[src/rtl/rcpu_io_responder.sv]
// rcpu_io_responder
//   IO-bus target for the RCPU SYS instruction. Decodes io_address and
//   services read/write strobes. It holds a TX byte FIFO that drains toward
//   the UART, an RX byte FIFO that the UART fills, an LED register and a
//   sticky tx_drop flag.
//
// Ports
//   clk, resetq                  clock, asynchronous active-low reset
//   io_read_enable/_write_enable single-cycle CPU strobes
//   io_address, io_write_data    register address / write data
//   io_read_data                 combinational read data (0 when no read)
//   tx_data, tx_valid, tx_ready  TX byte stream toward the UART
//   rx_data, rx_valid, rx_ready  RX byte stream from the UART
//   leds                         LED register
//   irq                          RX FIFO non-empty
//
// Handshake: a byte moves on a stream at the rising edge where valid and
// ready are both high. valid never depends combinationally on ready, and
// ready never depends combinationally on valid.
//
// Register map
//   0x0000 STATUS  RO  {4'b0, tx_count, rx_count, tx_drop, tx_empty, tx_full, rx_nonempty}
//   0x0001 TXDATA  WO  push io_write_data[7:0]; when full, drop the byte and set tx_drop
//   0x0002 RXDATA  RO  {8'h00, rx_head}, pops the entry; empty reads 0
//   0x0003 LEDS    RW
//   0x0004 CONTROL WO  b0 clears tx_drop, b1 flushes both FIFOs
module rcpu_io_responder #(
  parameter int FIFO_DEPTH = 8,
  parameter int LED_WIDTH  = 8
) (
  input  logic                 clk,
  input  logic                 resetq,
  input  logic                 io_read_enable,
  input  logic                 io_write_enable,
  input  logic [15:0]          io_address,
  input  logic [15:0]          io_write_data,
  output logic [15:0]          io_read_data,
  output logic [7:0]           tx_data,
  output logic                 tx_valid,
  input  logic                 tx_ready,
  input  logic [7:0]           rx_data,
  input  logic                 rx_valid,
  output logic                 rx_ready,
  output logic [LED_WIDTH-1:0] leds,
  output logic                 irq
);

  localparam int         PW    = $clog2(FIFO_DEPTH);
  localparam logic [3:0] DEPTH = 4'(FIFO_DEPTH);

  logic [7:0]           tx_mem_q [FIFO_DEPTH];
  logic [7:0]           rx_mem_q [FIFO_DEPTH];
  logic [PW-1:0]        tx_wr_q, tx_wr_d, tx_rd_q, tx_rd_d;
  logic [PW-1:0]        rx_wr_q, rx_wr_d, rx_rd_q, rx_rd_d;
  logic [3:0]           tx_cnt_q, tx_cnt_d, rx_cnt_q, rx_cnt_d;
  logic                 tx_drop_q, tx_drop_d;
  logic [LED_WIDTH-1:0] leds_q, leds_d;

  logic wr_tx, wr_led, wr_ctl, rd_rx, flush;
  logic tx_full, tx_empty, rx_empty;
  logic tx_push, tx_pop, rx_push, rx_pop;

  // Full/empty always come from the registered (pre-edge) counts.
  assign tx_full  = (tx_cnt_q == DEPTH);
  assign tx_empty = (tx_cnt_q == 4'd0);
  assign rx_empty = (rx_cnt_q == 4'd0);

  assign wr_tx  = io_write_enable && (io_address == 16'h0001);
  assign wr_led = io_write_enable && (io_address == 16'h0003);
  assign wr_ctl = io_write_enable && (io_address == 16'h0004);
  assign rd_rx  = io_read_enable  && (io_address == 16'h0002);
  assign flush  = wr_ctl && io_write_data[1];

  assign tx_valid = !tx_empty;
  assign tx_data  = tx_mem_q[tx_rd_q];
  assign rx_ready = (rx_cnt_q != DEPTH);
  assign irq      = !rx_empty;
  assign leds     = leds_q;

  assign tx_push = wr_tx && !tx_full;
  assign tx_pop  = tx_valid && tx_ready;
  assign rx_push = rx_valid && rx_ready;
  assign rx_pop  = rd_rx && !rx_empty;

  always_comb begin
    tx_wr_d   = tx_wr_q;
    tx_rd_d   = tx_rd_q;
    tx_cnt_d  = tx_cnt_q;
    rx_wr_d   = rx_wr_q;
    rx_rd_d   = rx_rd_q;
    rx_cnt_d  = rx_cnt_q;
    tx_drop_d = tx_drop_q;
    leds_d    = leds_q;

    // A flush wins over any push/pop in the same cycle.
    if (flush) begin
      tx_wr_d  = '0;
      tx_rd_d  = '0;
      tx_cnt_d = 4'd0;
      rx_wr_d  = '0;
      rx_rd_d  = '0;
      rx_cnt_d = 4'd0;
    end else begin
      if (tx_push) tx_wr_d = tx_wr_q + PW'(1);
      if (tx_pop)  tx_rd_d = tx_rd_q + PW'(1);
      if (tx_push && !tx_pop)      tx_cnt_d = tx_cnt_q + 4'd1;
      else if (!tx_push && tx_pop) tx_cnt_d = tx_cnt_q - 4'd1;

      if (rx_push) rx_wr_d = rx_wr_q + PW'(1);
      if (rx_pop)  rx_rd_d = rx_rd_q + PW'(1);
      if (rx_push && !rx_pop)      rx_cnt_d = rx_cnt_q + 4'd1;
      else if (!rx_push && rx_pop) rx_cnt_d = rx_cnt_q - 4'd1;
    end

    // Drop and clear come from different addresses, so they never coincide.
    if (wr_tx && tx_full)                 tx_drop_d = 1'b1;
    else if (wr_ctl && io_write_data[0])  tx_drop_d = 1'b0;

    if (wr_led) leds_d = io_write_data[LED_WIDTH-1:0];
  end

  always_ff @(posedge clk or negedge resetq) begin
    if (!resetq) begin
      tx_wr_q   <= '0;
      tx_rd_q   <= '0;
      tx_cnt_q  <= 4'd0;
      rx_wr_q   <= '0;
      rx_rd_q   <= '0;
      rx_cnt_q  <= 4'd0;
      tx_drop_q <= 1'b0;
      leds_q    <= '0;
      // Storage is cleared too so tx_data never shows stale bytes after reset.
      for (int i = 0; i < FIFO_DEPTH; i++) begin
        tx_mem_q[i] <= 8'h00;
        rx_mem_q[i] <= 8'h00;
      end
    end else begin
      tx_wr_q   <= tx_wr_d;
      tx_rd_q   <= tx_rd_d;
      tx_cnt_q  <= tx_cnt_d;
      rx_wr_q   <= rx_wr_d;
      rx_rd_q   <= rx_rd_d;
      rx_cnt_q  <= rx_cnt_d;
      tx_drop_q <= tx_drop_d;
      leds_q    <= leds_d;
      if (tx_push && !flush) tx_mem_q[tx_wr_q] <= io_write_data[7:0];
      if (rx_push && !flush) rx_mem_q[rx_wr_q] <= rx_data;
    end
  end

  always_comb begin
    io_read_data = 16'h0000;
    if (io_read_enable) begin
      case (io_address)
        16'h0000: io_read_data = {4'h0, tx_cnt_q, rx_cnt_q, tx_drop_q,
                                  tx_empty, tx_full, !rx_empty};
        16'h0002: io_read_data = rx_empty ? 16'h0000 : {8'h00, rx_mem_q[rx_rd_q]};
        16'h0003: io_read_data = 16'(leds_q);
        default:  io_read_data = 16'h0000;
      endcase
    end
  end

endmodule

[config.mk]
export PLATFORM = sky130hd
export DESIGN_NAME = rcpu_io_responder
export DESIGN_NICKNAME = d
export VERILOG_FILES = /design/src/rtl/rcpu_io_responder.sv
export SDC_FILE = /design/constraint.sdc
export NUM_CORES = 1
export LEC_CHECK = 0
export CAP_MARGIN = 20
export CELL_PAD_IN_SITES_DETAIL_PLACEMENT = 0
export CELL_PAD_IN_SITES_GLOBAL_PLACEMENT = 2
export CORE_ASPECT_RATIO = 0.6
export CORE_UTILIZATION = 40
export CTS_CLUSTER_DIAMETER = 80
export CTS_CLUSTER_SIZE = 24
export DETAILED_ROUTE_END_ITERATION = 16
export PLACE_DENSITY = 0.8
export SLEW_MARGIN = 10
export SYNTH_ARGS = -nofsm -noshare
export SYNTH_HDL_FRONTEND = slang
export SYNTH_SLANG_ARGS = --single-unit
[constraint.sdc]
create_clock -name clk -period 4.75 [get_ports clk]
set_input_delay 0.475 -clock clk [delete_from_list [all_inputs] [get_ports clk]]
set_output_delay 0.475 -clock clk [all_outputs]
set_load 0.01 [all_outputs]
Word level (Yosys, flattened, before mapping)

Cells that the tools add are included.

Multiplexer cells: 31
Reductions and logical operators: 37
$add $sub $neg: 8
Equality and inequality tests: 6
Bitwise gates (word level): 4
$lt $le $gt $ge: 6

Operators with widths:

| cell                  | count |
|---|---|
| $bwmux W64            | 2 |
| $mux W8               | 7 |
| $bmux W8 S3           | 2 |
| $demux W8 S3          | 2 |
| $pmux W12 S3          | 1 |
| $eq A16 B2 Y1 const B | 2 |
| $mux W3               | 8 |
| $mux W4               | 6 |
| $logic_and A1 B1 Y1   | 19 |
| $eq A16 B1 Y1 const B | 1 |
| $eq A16 B3 Y1 const B | 1 |
| $ge A4 B4 Y1 const B  | 4 |
| $logic_not A16 Y1     | 1 |
| $not A3 Y4            | 4 |
| $add A3 B1 Y3 const B | 4 |
| $mux W12              | 1 |
| $reduce_bool A2 Y1    | 5 |
| $add A4 B1 Y4 const B | 2 |
| $logic_not A1 Y1      | 8 |
| $logic_not A4 Y1      | 2 |
| $lt A4 B1 Y1 const B  | 2 |
| $sub A4 B1 Y4 const B | 2 |
| $reduce_bool A3 Y1    | 2 |
| $eq A4 B4 Y1 const B  | 1 |
| other kinds (2)       | 3 |

Output and inout bits: 35
Flip-flop bits (word level): 157
Input bits: 46

Depth between registers and ports, before layout

Depth after elaboration: 8
Gate-level depth with buffers: 10
Gate-level depth less buffers: 9

Least setup slack after synthesis

Ideal clock, no wire load.

Kind: reg-to-reg
Start point: register rx_cnt_q[0]
End point: register rx_cnt_q[3]
Path slack: 2136 ps
Library setup time: 124 ps
Data required time: 4626 ps
Arrival time: 2490 ps
Stages on the path, launching flop included: 11
Cell sequence: dfrtp_1 -> or4b_1 -> and2_1 -> buf_2 -> o21ai_2 -> ha_1 -> a21o_1 -> a21oi_1 -> and4_1 -> o21ai_0 -> nor3b_1

RTL lines:

| what                                                    | line     | source |
|---|---|---|
| from (decl)                                             | 55       | `logic [3:0] tx_cnt_q, tx_cnt_d, rx_cnt_q, rx_cnt_d;` |
| from (signal assigned)                                  | 143      | `rx_cnt_q <= rx_cnt_d;` |
| $ne A4 B4 Y1 (*)                                        | 76       | `assign rx_ready = (rx_cnt_q != DEPTH);` |
| via rx_ready                                            | 43       | `output logic rx_ready,` |
| $logic_and A1 B1 Y1 (*)                                 | 82       | `assign rx_push = rx_valid && rx_ready;` |
| $logic_and A1 B1 Y1 or $logic_not A1 Y1 (tied branches) | 111, 112 |  |
| $mux W4 or $logic_and A1 B1 Y1 (tied branches)          | 111, 112 |  |
| $mux W4 or $reduce_bool A3 Y1 (tied branches)           | --       |  |

The timed path passes the listed nets; every way through them passes the cells marked *. The select of a mux whose other input is x is not followed.
A chain may end at the register's enable or synchronous reset.

Final worst setup path

Start point: input port io_address[3]
End point: output port io_read_data[3]

Longest elaborated chain between the ends: 3

Ends and longest elaborated chain:

| what                                               | line | source |
|---|---|---|
| from (decl)                                        | 35   | `input logic [15:0] io_address,` |
| $eq A16 B2 Y1 or $logic_not A16 Y1 (tied branches) | 154  | `case (io_address)` |
| $pmux W12 S3 (*)                                   | 154  |  |
| $mux W12 (*)                                       | 153  | `if (io_read_enable) begin` |
| to (decl)                                          | 37   | `output logic [15:0] io_read_data,` |

Every way passes the cells marked *; elsewhere a longest branch is shown, timed or not.

==> results.json <==
{
  "n_antenna_cell": 0,
  "required_ps": 4280,
  "seqPwrFrac_pct": 44.8,
  "drt.antenna.violating_nets": 0,
  "critPathTopFamily": "simple AND/OR/NAND/NOR gates",
  "seqCellArea_mm2": 0.00393,
  "yosysMostFrequentCell": "dfrtp_1",
  "fin_ws_ps": 1240,
  "routedWlPerCell_um": 21.5,
  "ys_seq_area_share_pct": 49.4,
  "synth_top_cell_area_share_pct": 49.4,
  "cts_tree": "yes",
  "synth_top_cells_by_area": "dfrtp_1, mux2_2, mux4_2, mux2_4, nor2_1",
  "root_buffer": "clkbuf_16",
  "cp_slowest_cell": "clkdlybuf4s50_1",
  "cp-end-kind": "output port",
  "cts_num_sinks": 157,
  "synth_xor_area_share_pct": 0.992,
  "multiInputGateArea_mm2": 0.00381,
  "power_density_mw_per_mm2": 468,
  "cellLeakagePower_nw": 4.13,
  "yosys.area.top_type": "dfrtp_1",
  "p_clk_share_pct": 29.9,
  "die_area_mm2": 0.0204,
  "setup-violations-final": 0,
  "ys_ff_latch": 157,
  "synth_top_family_by_area": "multiplexers",
  "overflow": 0,
  "ys_async_sr_fraction_pct": 100,
  "fin_nets": 684,
  "holdWs_ps": 501,
  "hold_path_class": "primary input to asynchronous set/reset pin",
  "areaGrowthSynthToFinish_pct": 18.9,
  "syn_inst": 561,
  "ioPinCount": 81,
  "synth_edf_count": 0,
  "status": "complete, no violations",
  "route.detailed.drc": 0,
  "path_clk_slew_ps": 70,
  "dpl_cell_area_mm2": 0.00887,
  "drt-pass1-iter-count": 4,
  "worst_pin_slew_ps": 1040,
  "core_area_mm2": 0.0192,
  "min_period_over_period_pct": 73.9,
  "synthAdderAreaFrac_pct": 1.76,
  "io_buffers": 68,
  "critPathArrivalTime_ps": 3040,
  "holdBufCountCts": 1,
  "avgSynthCellArea_um2": 14.2,
  "maxCapViolCount": 0,
  "antenna_found_initial": 0,
  "hold_viol": 0,
  "muxShareOfSynthArea_pct": 31.9,
  "r2r_cells": 9,
  "synth_area_mm2": 0.00795,
  "cts_buffers": 17,
  "finalPower_mw": 4.43,
  "clockBufferDepth": 2,
  "gp_congestion": 0.794,
  "vias": 4949,
  "dominantRegCellSynth": "dfrtp_1",
  "rr_endpoint": "rx_cnt_q[3]",
  "synth_common_cells": "dfrtp_1, mux2_2, mux4_2, nor2_1, mux2_4",
  "h-tree-depth": 4,
  "fmax_mhz": 285,
  "track_usage_pct": 20.8,
  "yosys.area_share.simple_pct": 10.2,
  "slew_headroom_pct": 30.0,
  "die_h_um": 111,
  "ctsResizeCount": 0,
  "dp_hpwl_um": 13400,
  "clock_latency_ps": 430,
  "worstPathBufferInverterCount": 2,
  "grt_max_degree": 65,
  "stdcell_area_mm2": 0.00945,
  "drive_gt1_share_pct": 37.1,
  "vdd_drop_max_v": 0.000230,
  "rsz0062_at_grt": "no",
  "post-cts-setup-buffer-count": 0,
  "cp_slowest_stage_delay_ps": 570,
  "nFillCells": 1661,
  "drt_iter0_markers": 282,
  "crit_type": "primary input to output port",
  "final_max_slew_viol_count": 0,
  "fin_skew_ps": 21.1,
  "rows": 39,
  "final.setup.tns_ps": 0,
  "path_cells": "clkdlybuf4s50_1 > nor4_4 > and4_1 > nand3_1 > nor2_1 > clkdlybuf4s50_1",
  "rr_startpoint": "rx_cnt_q[1]",
  "synth_warnings": 0,
  "critPathMaxFanout": 7,
  "first_global_vias": 5420,
  "switching_share_pct": 30.2,
  "totalWireLength_um": 19500,
  "p_int_mw": 3.09,
  "dpl_worst_slack_ps": 1220,
  "initial_utilization_pct": 41.3,
  "cp-start-kind": "primary input",
  "comb_power_share_pct": 25.3,
  "synth-compound-area-share_pct": 2.96,
  "worst_path_most_repeated_cell": "clkdlybuf4s50_1",
  "rrSetupSlack_ps": 1740,
  "die_x_um": 184,
  "vias_per_cell": 5.46,
  "yosysUniqueCellTypes": 55,
  "p_switching_mw": 1.34,
  "grt_pass1_wl_um": 31600,
  "period_minus_slack_ps": 3510
}
layout make-up:
type                       count  area share, %
inverter                      10          0.397
sequential                   157           41.6
multi-input combinational    366           40.4
clock inverter                13           1.35
tap                          266           3.52
timing repair buffer          76           8.09
clock buffer                  19           4.69
worst max-delay path by stage:
stage / depth (start not counted) / endpoint / from / slack, ps
2_1_floorplan: 10 / rx_cnt_q[3] / rx_cnt_q[0] / 2140
3_3_place_gp: 6 / io_read_data[1] / io_address[3] / 1300
3_5_place_dp: 6 / io_read_data[3] / io_address[3] / 1220
4_1_cts: 6 / io_read_data[3] / io_address[3] / 1220
5_1_grt: 6 / io_read_data[3] / io_address[3] / 1130
6_report: 6 / io_read_data[3] / io_address[3] / 1240
cells by family (layout without fill, tap and decap cells):
group                    after synthesis  after routing
XOR/XNOR                               9              9
flip-flops                           157            157
multiplexers                         186            186
adder cells (fa/ha/maj)               10             10
AO/OA/AOI/OAI                         36             36
AND/OR/NAND/NOR                      121            121
other                                  1              4
buffers and inverters                 41            118
power groups by stage:
| stage | Sequential [mW] | Clock, mW | Combinational (mW) |
|---|---|---|---|
| 2_1_floorplan | 1.83 | 0 | 0.905 |
| 3_3_place_gp | 2.00 | 0 | 1.02 |
| 3_5_place_dp | 2.00 | 0 | 1.13 |
| 4_1_cts | 1.98 | 1.36 | 1.13 |
| 5_1_grt | 2.03 | 1.42 | 1.23 |
| 6_report | 1.98 | 1.33 | 1.12 |
routing by layer:
| metal | global-route usage, % | wire length, um | part of all wire, % | vias to the layer above |
|---|---|---|---|---|
| li1 | - | - | - | 2229 |
| met1 | 30.4 | 9710 | 50 | 2601 |
| met2 | 31.1 | 8780 | 45 | 106 |
| met3 | 4.34 | 841 | 4.3 | 13 |
| met4 | 6.06 | 141 | 0.72 | 0 |
| met5 | 0 | 0 | 0 | - |
registers in the layout, indices dropped and copies added (netlist names):
name and cells:
leds 8, rx_rd_q 3, tx_cnt_q 4, rx_wr_q 3, tx_drop_q 1, tx_wr_q 3
rx_cnt_q 4, tx_rd_q 3, rx_mem_q 64, tx_mem_q 64
stage by stage:
stage,std cells,utilization (%)
floorplan,564,-
global placement,873,46.0
detailed placement,874,46.1
CTS,907,49.1
global route,907,49.1
finish,907,49.1
layout by cell type (no fill, tap or decap), types with 3 or more instances in the layout:
cell type        instances
clkbuf_16               17
nand4_2                  3
conb_1                   4
or4_1                    3
nand2b_1                 3
inv_6                    7
nor3_1                   3
and2_1                   5
xor2_1                   3
a21oi_1                 10
mux2i_1                  9
nand4b_2                 3
a221oi_1                 7
clkdlybuf4s50_1         67
and4_1                   5
nor3_2                   4
nand3_1                 12
ha_1                     8
nor2_1                  28
mux4_2                  32
buf_4                    6
mux2_4                  24
clkinvlp_4               3
and3_1                   8
nor2b_1                  6
mux2_2                 121
dfrtp_1                157
nand2_1                 16
o21ai_0                  9
nand4_1                  4
inv_1                   10
xnor2_1                  6
worst register-to-register path, delay by kind of cell (launching register included):
family	cells	cell delay, ps
AND/OR/NAND/NOR	4	1420
flip-flops	1	490
AO/OA/AOI/OAI	4	630
adder cells (fa/ha/maj)	1	330
No activity file was read; power rests on OpenSTA's default activity.
